--- src/rtl/fb_pixel_writer_pkg.sv ---
// Shared frame-buffer definitions: screen geometry, colours, FIFO entry
// layout, writer FSM states and coordinate linearisation.
package fb_pixel_writer_pkg;

    localparam int unsigned SCREEN_W  = 160;
    localparam int unsigned SCREEN_H  = 120;
    localparam int unsigned FB_ADDR_W = 15;

    localparam logic [2:0] BLACK  = 3'b000;
    localparam logic [2:0] RED    = 3'b100;
    localparam logic [2:0] YELLOW = 3'b110;
    localparam logic [2:0] WHITE  = 3'b111;

    typedef enum logic [1:0] {
        ST_CLEAR,
        ST_RUN,
        ST_DRAIN
    } fb_state_t;

    typedef struct packed {
        logic [FB_ADDR_W-1:0] addr;
        logic [2:0]           colour;
    } fb_pix_t;

    // y*160 + x without a multiplier
    function automatic logic [FB_ADDR_W-1:0] fb_lin_addr(input logic [6:0] x,
                                                         input logic [6:0] y);
        logic [FB_ADDR_W-1:0] yw;
        yw = {8'b0, y};
        return (yw << 7) + (yw << 5) + {8'b0, x};
    endfunction

endpackage

--- src/rtl/fb_pixel_writer_fifo.sv ---
// fb_pixel_fifo: synchronous FIFO with full/empty flags. Head entry is
// presented combinationally on o_rdata; DEPTH must be a power of two.
module fb_pixel_fifo #(
    parameter int unsigned WIDTH = 18,
    parameter int unsigned DEPTH = 4
) (
    input  logic             i_clock,
    input  logic             i_resetn,
    input  logic             i_push,
    input  logic [WIDTH-1:0] i_wdata,
    input  logic             i_pop,
    output logic [WIDTH-1:0] o_rdata,
    output logic             o_full,
    output logic             o_empty
);

    localparam int unsigned PW = $clog2(DEPTH);

    logic [WIDTH-1:0] r_mem [DEPTH];
    logic [PW-1:0]    r_wr_ptr;
    logic [PW-1:0]    r_rd_ptr;
    logic [PW:0]      r_count;

    // Entry storage; no reset needed, validity tracked by r_count
    always_ff @(posedge i_clock) begin
        if (i_push) begin
            r_mem[r_wr_ptr] <= i_wdata;
        end
    end

    // Pointers wrap naturally; count unchanged on simultaneous push/pop
    always_ff @(posedge i_clock or negedge i_resetn) begin
        if (!i_resetn) begin
            r_wr_ptr <= '0;
            r_rd_ptr <= '0;
            r_count  <= '0;
        end else begin
            if (i_push) r_wr_ptr <= r_wr_ptr + 1'b1;
            if (i_pop)  r_rd_ptr <= r_rd_ptr + 1'b1;
            case ({i_push, i_pop})
                2'b10:   r_count <= r_count + 1'b1;
                2'b01:   r_count <= r_count - 1'b1;
                default: r_count <= r_count;
            endcase
        end
    end

    assign o_rdata = r_mem[r_rd_ptr];
    assign o_full  = (r_count == (PW+1)'(DEPTH));
    assign o_empty = (r_count == '0);

endmodule

--- src/rtl/fb_pixel_writer.sv ---
// fb_pixel_writer: buffers renderer pixels, linearises (x,y) into frame
// buffer addresses and writes them out; sweeps the screen to CLEAR_COLOUR
// after reset and on clear_req.
// Optional: FB_DROP_COUNT_EN adds drop_count (saturating count of
// out-of-range pixels, zeroed at reset and at the start of every clear).
module fb_pixel_writer #(
    parameter int unsigned FIFO_DEPTH   = 4,
    parameter int unsigned SCREEN_W     = fb_pixel_writer_pkg::SCREEN_W,
    parameter int unsigned SCREEN_H     = fb_pixel_writer_pkg::SCREEN_H,
    parameter logic [2:0]  CLEAR_COLOUR = fb_pixel_writer_pkg::BLACK
) (
    input  logic        clock,
    input  logic        resetn,
    input  logic        in_valid,
    output logic        in_ready,
    input  logic [6:0]  in_x,
    input  logic [6:0]  in_y,
    input  logic [2:0]  in_colour,
    input  logic        clear_req,
    output logic        busy,
    output logic [14:0] mem_addr,
    output logic [2:0]  mem_data,
    output logic        mem_we,
    input  logic        mem_ready
`ifdef FB_DROP_COUNT_EN
    ,
    output logic [7:0]  drop_count
`endif
);

    import fb_pixel_writer_pkg::*;

    localparam logic [14:0] LAST_ADDR = 15'(SCREEN_W * SCREEN_H - 1);

    fb_state_t r_state;
    fb_state_t w_next_state;
    logic        r_active;
    logic [14:0] r_sweep;
    logic        w_full;
    logic        w_empty;
    logic        w_accept;
    logic        w_x_ok;
    logic        w_y_ok;
    logic        w_in_range;
    logic        w_push;
    logic        w_pop;
    logic        w_clear_start;
    fb_pix_t     w_push_pix;
    fb_pix_t     w_head;

    // A 7-bit coordinate cannot reach a limit >= 128, so the compare only
    // exists for narrower screens
    if (SCREEN_W >= 128) begin : g_x_all
        assign w_x_ok = 1'b1;
    end else begin : g_x_chk
        assign w_x_ok = ({1'b0, in_x} < 8'(SCREEN_W));
    end
    if (SCREEN_H >= 128) begin : g_y_all
        assign w_y_ok = 1'b1;
    end else begin : g_y_chk
        assign w_y_ok = ({1'b0, in_y} < 8'(SCREEN_H));
    end

    assign w_in_range = w_x_ok && w_y_ok;
    assign w_accept   = in_valid && in_ready;
    assign w_push     = w_accept && w_in_range;
    assign w_push_pix = '{addr: fb_lin_addr(in_x, in_y), colour: in_colour};

    fb_pixel_fifo #(
        .WIDTH($bits(fb_pix_t)),
        .DEPTH(FIFO_DEPTH)
    ) u_fifo (
        .i_clock (clock),
        .i_resetn(resetn),
        .i_push  (w_push),
        .i_wdata (w_push_pix),
        .i_pop   (w_pop),
        .o_rdata (w_head),
        .o_full  (w_full),
        .o_empty (w_empty)
    );

    // Holds every output quiet until the first clock after reset release
    always_ff @(posedge clock or negedge resetn) begin
        if (!resetn) r_active <= 1'b0;
        else         r_active <= 1'b1;
    end

    // FSM state register
    always_ff @(posedge clock or negedge resetn) begin
        if (!resetn) r_state <= ST_CLEAR;
        else         r_state <= w_next_state;
    end

    // Next state, handshake and write-port outputs
    always_comb begin
        w_next_state  = r_state;
        in_ready      = 1'b0;
        mem_we        = 1'b0;
        mem_addr      = '0;
        mem_data      = '0;
        w_pop         = 1'b0;
        w_clear_start = 1'b0;
        busy          = 1'b0;
        if (r_active) begin
            busy = (r_state != ST_RUN) || !w_empty;
            case (r_state)
                ST_CLEAR: begin
                    mem_we   = 1'b1;
                    mem_addr = r_sweep;
                    mem_data = CLEAR_COLOUR;
                    if (mem_ready && (r_sweep == LAST_ADDR)) w_next_state = ST_RUN;
                end
                ST_RUN: begin
                    in_ready = !w_full;
                    mem_we   = !w_empty;
                    mem_addr = w_head.addr;
                    mem_data = w_head.colour;
                    w_pop    = !w_empty && mem_ready;
                    if (clear_req) w_next_state = ST_DRAIN;
                end
                ST_DRAIN: begin
                    mem_we   = !w_empty;
                    mem_addr = w_head.addr;
                    mem_data = w_head.colour;
                    w_pop    = !w_empty && mem_ready;
                    if (w_empty) begin
                        w_clear_start = 1'b1;
                        w_next_state  = ST_CLEAR;
                    end
                end
                default: w_next_state = ST_CLEAR;
            endcase
        end
    end

    // Clear sweep address, advanced on each accepted clear write
    always_ff @(posedge clock or negedge resetn) begin
        if (!resetn) begin
            r_sweep <= '0;
        end else if (r_active && (r_state == ST_CLEAR) && mem_ready) begin
            r_sweep <= (r_sweep == LAST_ADDR) ? '0 : r_sweep + 15'd1;
        end else if (w_clear_start) begin
            r_sweep <= '0;
        end
    end

`ifdef FB_DROP_COUNT_EN
    logic [7:0] r_drop_cnt;

    // Saturating count of consumed out-of-range pixels
    always_ff @(posedge clock or negedge resetn) begin
        if (!resetn) begin
            r_drop_cnt <= '0;
        end else if (w_clear_start) begin
            r_drop_cnt <= '0;
        end else if (w_accept && !w_in_range && (r_drop_cnt != 8'hFF)) begin
            r_drop_cnt <= r_drop_cnt + 8'd1;
        end
    end

    assign drop_count = r_drop_cnt;
`endif

endmodule

--- config.mk ---
export PLATFORM = sky130hd
export DESIGN_NAME = fb_pixel_writer
export DESIGN_NICKNAME = d
export VERILOG_FILES = /design/src/rtl/fb_pixel_writer_pkg.sv /design/src/rtl/fb_pixel_writer_fifo.sv /design/src/rtl/fb_pixel_writer.sv
export SDC_FILE = /design/constraint.sdc
export NUM_CORES = 1
export LEC_CHECK = 0
export CORE_MARGIN = 5
export CORE_UTILIZATION = 58
export DETAILED_ROUTE_END_ITERATION = 16
export PLACE_DENSITY_LB_ADDON = 0.2
export REMOVE_ABC_BUFFERS = 1
export SKIP_CTS_REPAIR_TIMING = 1
export SLEW_MARGIN = 20
export SYNTH_ARGS = -nofsm -noshare
export SYNTH_HDL_FRONTEND = slang
export SYNTH_SLANG_ARGS = --single-unit
--- constraint.sdc ---
create_clock -name clock -period 2.6 [get_ports clock]
set_input_delay 0.52 -clock clock [delete_from_list [all_inputs] [get_ports clock]]
set_output_delay 0.52 -clock clock [all_outputs]
set_load 0.02 [all_outputs]
=== Word level (Yosys, flattened, before mapping) ===
Memories as Yosys holds them, arrays and structs flattened.
Cells that the tools add are included.
Widths: inputs -> output; s select.

* Memories: 1
* Input port bits: 22
* Output and inout bits: 21
* Flip-flop bits (word level): 25
* Bits in writable memories: 72

* Multiplexer cells: 24
* Eq/ne operators: 10
* Add/sub/neg operators: 7
* Reduce and logical (&&, ||, !) cells: 15
* Order comparisons: 1

{| class="wikitable"
|+ Memories
! name !! depth !! width !! rd ports !! clocked after memory_dff !! write ports !! RTL line !! source
|-
| u_fifo.r_mem || 4 || 18 || 1 || 0 || 1 || fb_pixel_writer_fifo.sv:19 || <nowiki>logic [WIDTH-1:0] r_mem [DEPTH];</nowiki>
|}

{| class="wikitable"
|+ Operators by type and width
! operator !! count
|-
| $mux 15 || 4
|-
| $pmux 15 s2 || 1
|-
| $add 14x12->15 || 1
|-
| $add 15x1->15 const B || 1
|-
| $add 15x7->15 || 1
|-
| $eq 15x15->1 const B || 1
|-
| $mux 1 || 11
|-
| $lt 7x7->1 const B || 1
|-
| $logic_and 1x1->1 || 6
|-
| $mux 2 || 3
|-
| $mux 3 || 2
|-
| $ne 2x2->1 const B || 3
|-
| $pmux 2 s3 || 1
|-
| $pmux 3 s2 || 1
|-
| $add 2x1->2 const B || 2
|-
| $eq 2x1->1 const B || 2
|-
| $eq 2x2->1 const B || 2
|-
| $reduce_and 4->1 || 1
|-
| $reduce_bool 2->1 || 2
|-
| $add 3x1->3 const B || 1
|-
| $eq 3x3->1 const B || 1
|-
| $logic_not 3->1 || 1
|-
| $sub 3x1->3 const B || 1
|-
| $logic_not 1->1 || 2
|-
| 5 further kinds || 5
|}

=== Depth between registers and ports, before layout ===
* Depth after elaboration: 8
* Mapped depth: 13
* Mapped depth without buffers: 12

=== Hierarchy ===
Synthesis repeated with hierarchy kept, for this count alone.

* Cells, all modules: 356
* Area total of the unflattened synthesis: 4775.8 um^2

{| class="wikitable"
|+ Modules (own cells, without submodules)
! module !! cells an instance !! area each (um^2) !! sequential area each (um^2) !! instances
|-
| fb_pixel_fifo || 131 || 2996.6 || 2337.2 || 1
|-
| fb_pixel_writer || 225 || 1779.2 || 450.4 || 1
|}

=== Worst setup path before layout ===
Ideal clock, no wire load.

* Kind: register to register
* From: reg r_state[1]
* To: reg u_fifo.r_count[1]
* Data required time: 2517 ps
* Stages on the path, launching flop included: 12
* Buffers on the path: 1
* Clock period less this slack: 2504 ps
* Slack: 96 ps
* Data arrival time: 2421 ps
* Path through: dfrtp_1 -> inv_1 -> ha_1 -> nand2_1 -> a31oi_1 -> and3_1 -> clkbuf_1 -> inv_1 -> ha_1 -> inv_1 -> fa_1 -> o21ai_0

* Word-level cells in the longest chain between the ends: 7
* Elaborated cells on any way between the ends: 13

{| class="wikitable"
|+ Ends and longest elaborated chain
! what !! RTL line !! source
|-
| from (decl) || fb_pixel_writer.sv:35 || <nowiki>fb_state_t r_state;</nowiki>
|-
| from (signal assigned) || fb_pixel_writer.sv:92 || <nowiki>else r_state <= w_next_state;</nowiki>
|-
| $eq 2x1->1 * || fb_pixel_writer.sv:107 || <nowiki>case (r_state)</nowiki>
|-
| $mux 1 * || fb_pixel_writer.sv:107 ||
|-
| $mux 1 * || fb_pixel_writer.sv:105 || <nowiki>if (r_active) begin</nowiki>
|-
| via in_ready || fb_pixel_writer.sv:15 || <nowiki>output logic in_ready,</nowiki>
|-
| $logic_and 1x1->1 * || fb_pixel_writer.sv:65 || <nowiki>assign w_accept = in_valid && in_ready;</nowiki>
|-
| $logic_and 1x1->1 * || fb_pixel_writer.sv:66 || <nowiki>assign w_push = w_accept && w_in_range;</nowiki>
|-
| $eq 2x1->1 or $eq 2x2->1 (tied branches) || fb_pixel_writer_fifo.sv:40 || <nowiki>case ({i_push, i_pop})</nowiki>
|-
| $pmux 3 s2 or $reduce_bool 2->1 (tied branches) || n/a ||
|-
| to (signal assigned) || fb_pixel_writer_fifo.sv:41 || <nowiki>2'b10: r_count <= r_count + 1'b1;</nowiki>
|-
| to (signal assigned) || fb_pixel_writer_fifo.sv:42 || <nowiki>2'b01: r_count <= r_count - 1'b1;</nowiki>
|-
| to (signal assigned) || fb_pixel_writer_fifo.sv:43 || <nowiki>default: r_count <= r_count;</nowiki>
|-
| to (decl) || fb_pixel_writer_fifo.sv:22 || <nowiki>logic [PW:0] r_count;</nowiki>
|}

The timed path passes the listed nets; every way through them passes the cells marked *.
A chain may end at the register's enable or synchronous reset.

=== Final worst setup path ===
* From: reg u_fifo.r_rd_ptr[0]
* To: out mem_addr[12]

* Word-level cells in the longest chain between the ends: 3

{| class="wikitable"
|+ Ends and longest elaborated chain
! what !! RTL line !! source
|-
| from (decl) || fb_pixel_writer_fifo.sv:21 || <nowiki>logic [PW-1:0] r_rd_ptr;</nowiki>
|-
| from (signal assigned) || fb_pixel_writer_fifo.sv:39 || <nowiki>if (i_pop) r_rd_ptr <= r_rd_ptr + 1'b1;</nowiki>
|-
| $mem_v2 4x18 || n/a ||
|-
| $pmux 15 s2 || fb_pixel_writer.sv:107 ||
|-
| $mux 15 || fb_pixel_writer.sv:105 ||
|-
| to (decl) || fb_pixel_writer.sv:21 || <nowiki>output logic [14:0] mem_addr,</nowiki>
|}

Every way passes these cells.

==> flow_summary_export.csv <==
group,metric,value,unit
synth,ys_ff_latch,97,
cells_and_area,final_cell_mix,"edfxtp_1 (72), nor2_1 (23), clkdlybuf4s50_1 (22), dfrtp_1 (22), dlymetal6s2s_1 (20)",
cts,clock_sinks,97,
grt,gr-usage-all-layers,19.2,%
sta,fin_skew,13.6,ps
route,wirelength,9600,µm
grt,antenna_found_initial,0,
route,wl_per_cell,18.5,µm
critical_path,max_stage_delay,540,ps
critical_path,critPathCaptureType,"output pin",
hold_path,min_path_type,"input port to async pin",
cells_and_area,area_growth,20.8,%
critical_path,path_delay_family,"multiplexers",
critical_path,rr_startpoint,"r_state[1]",
sta,clock.fmax,0.395,GHz
sta,hold_viol_final,0,
critical_path,reg2reg_depth,11,
cts,cts_root_buffer,"clkbuf_8",
cts,cts_buffer_depth,2,
synth,ys_seq_area_share,58.6,%
sta,slew_headroom,52.1,%
cells_and_area,nNetsFinal,451,
floorplan,die_w,101,µm
route,drt_iter0_drc,195,
synth,synth_edf_count,72,
cells_and_area,antenna_cells,0,
sta,period_needed,2530,ps
route,avgViaCountPerCell,6.05,
cells_and_area,fillCellCount,541,
critical_path,crit_chain,"clkbuf_16 -> mux4_2 -> a22oi_2 -> nor2_1 -> dlymetal6s2s_1",
place,io_buffers,42,
sta,setup-violations-final,0,
synth,synth_top_area_share,45.4,%
sta,slew_violations,0,
synth,syn_area,4760,µm²
critical_path,crit_type,"flip-flop to output pin",
sta,min_period_over_period,97.5,%
sta,worst_pin_slew,714,ps
job,cap_violations,0,
floorplan,fp.dieH,101,µm
grt,grt_overflow,0,
floorplan,dieArea,10100,µm²
critical_path,required,2080,ps
synth,synth_area_leaders,"edfxtp_1 (45%), dfrtp_1 (13%), mux4_2 (8.5%)",
route,dr.pass1.iters,4,
synth,synth_area_per_cell,13.6,µm²
cts,tritoncts,"built",
pwr,power_density,887,nW/µm²
route,ant_nets,0,
critical_path,critPathMaxFanout,10,
place,dp_cells,501,
cts,cts_made_buffers,9,
critical_path,crit_slowest_cell,"mux4_2",
cells_and_area,layoutNonFillerInstCount,518,
floorplan,io_pins,43,
route,dr_total_vias,3133,
route,drc_errors,0,
grt,grt_max_degree,26,
outcome,status,"complete, no violations",
place,post-dp-hpwl,6380,µm
pwr,p_leak,0.00237,µW
synth,syn_inst,350,
floorplan,initial_utilization,58.8,%
critical_path,rr_endpoint,"u_fifo.r_count[2]",
synth,synth_top_area_cell,"edfxtp_1",
grt,grt_pass1_wl,15100,µm
floorplan,rows,33,
critical_path,start_kind,"flip-flop",
floorplan,coreArea,8090,µm²
cells_and_area,layout_commonest_cell,"edfxtp_1",
synth,synth_top_flop_cell,"edfxtp_1",
place,place_congestion,0.927,
cts,clkLatencyLatePin,360,ps
cts,htree_levels,3,
sta,holdWs,506,ps
pwr,ir_worst_vdd,382,µV
grt,first_global_vias,3095,
critical_path,path_buf_inv,2,
cts,path_clk_slew,110,ps
critical_path,arrival,2010,ps
synth,ys_async_sr_fraction,25.8,%
cells_and_area,drive_gt1_share,16.0,%
synth,yosysWarningCount,0,
critical_path,worst-r2r-setup-slack,260,ps
synth,synth.distinct_cells,49,
-- worst register-to-register path, cell delays in order (launching register included) --
cell and delay (ps):
dfrtp_2 430, inv_1 130, ha_4 310, buf_12 150
nand3_1 100, nor2_2 130, ha_1 190, inv_1 60
fa_1 370, xor2_1 150, nor2_1 110, xor2_1 160
-- report_power, final --
group,switching (µW),internal (µW)
clock,594,393
combinational,1090,1030
sequential,145,1850
-- per-stage QoR --
step / util (%) / TNS [ps] / power [µW] / cell area, µm² / worst slack, ps
2_1_floorplan: - / 0 / 3240 / 4680 / 64.5
3_3_place_gp: 67.1 / 0 / 4010 / 5430 / 31.7
3_5_place_dp: 67.1 / 0 / 4060 / 5430 / 1.47
4_1_cts: 69.8 / -4010 / 5040 / 5650 / -257
5_1_grt: 71.0 / -4.46 / 5410 / 5750 / -4.46
6_report: 71.0 / 0 / 5100 / 5750 / 66.1
-- Yosys cell counts (2+ instances only) --
master     n
o31ai_1    3
nand4_1    8
nand3_1    7
a21oi_1    7
o211ai_1   3
a22o_1     2
xor2_1     5
ha_1      19
nor2b_1    4
edfxtp_1  72
mux2i_1    2
nand2_1   17
o22a_1     2
buf_2      3
o311ai_0   8
fa_1       2
o21ai_0    6
o21a_1    10
or3_1      2
and3_1     7
inv_1     14
nor2_1    24
dfrtp_1   25
mux4_2    18
a22oi_1   15
nor3b_1    4
nor4_1     8
clkbuf_1  11
xnor2_1    7
nor3_1    11
a31oi_1    2
and2_1     5
-- layout make-up --
cell class	instances	area, µm²	share of cell area (%)
Sequential cell	97	2790	48.6
Multi-Input combinational cell	222	1870	32.4
Timing Repair Buffer	64	691	12.0
Tap cell	105	131	2.29
Clock buffer	9	124	2.15
Clock inverter	7	93.8	1.63
Inverter	14	52.6	0.914
-- sequential cells by signal (all words and copies together), names as in the netlist --
signal / cells
u_fifo.r_mem: 72
r_sweep: 15
u_fifo.r_count: 3
r_state: 2
u_fifo.r_rd_ptr: 2
u_fifo.r_wr_ptr: 2
r_active: 1
-- logic make-up (layout without fill, tap and decap cells) --
family / count (synthesis) / after routing / share of synthesized area, %
other cells: 1 / 1 / 0.0788
simple gates: 104 / 104 / 11.7
compound gates: 63 / 63 / 9.65
xor+xnor: 12 / 12 / 2.21
mux: 21 / 21 / 9.17
buf+inv: 31 / 94 / 2.76
flops: 97 / 97 / 58.6
fa+ha+maj: 21 / 21 / 5.84
-- worst max-delay path by stage --
stage,startpoint,endpoint,cells past startpoint
2_1_floorplan,r_state[0],r_sweep[14],6
3_3_place_gp,in_y[0],u_fifo.r_mem[2][16],7
3_5_place_dp,in_y[0],u_fifo.r_mem[3][16],7
4_1_cts,u_fifo.r_rd_ptr[0],mem_addr[12],5
5_1_grt,u_fifo.r_rd_ptr[0],mem_addr[12],5
6_report,u_fifo.r_rd_ptr[0],mem_addr[12],5
-- per-layer routing --
| layer | wire length, µm | global-route usage, % |
|---|---|---|
| met5 | 0 | 0 |
| met2 | 4980 | 32.6 |
| met1 | 4050 | 25.2 |
| met4 | 131 | 6.32 |
| met3 | 432 | 3.11 |
(Power assumes the default switching activity.)
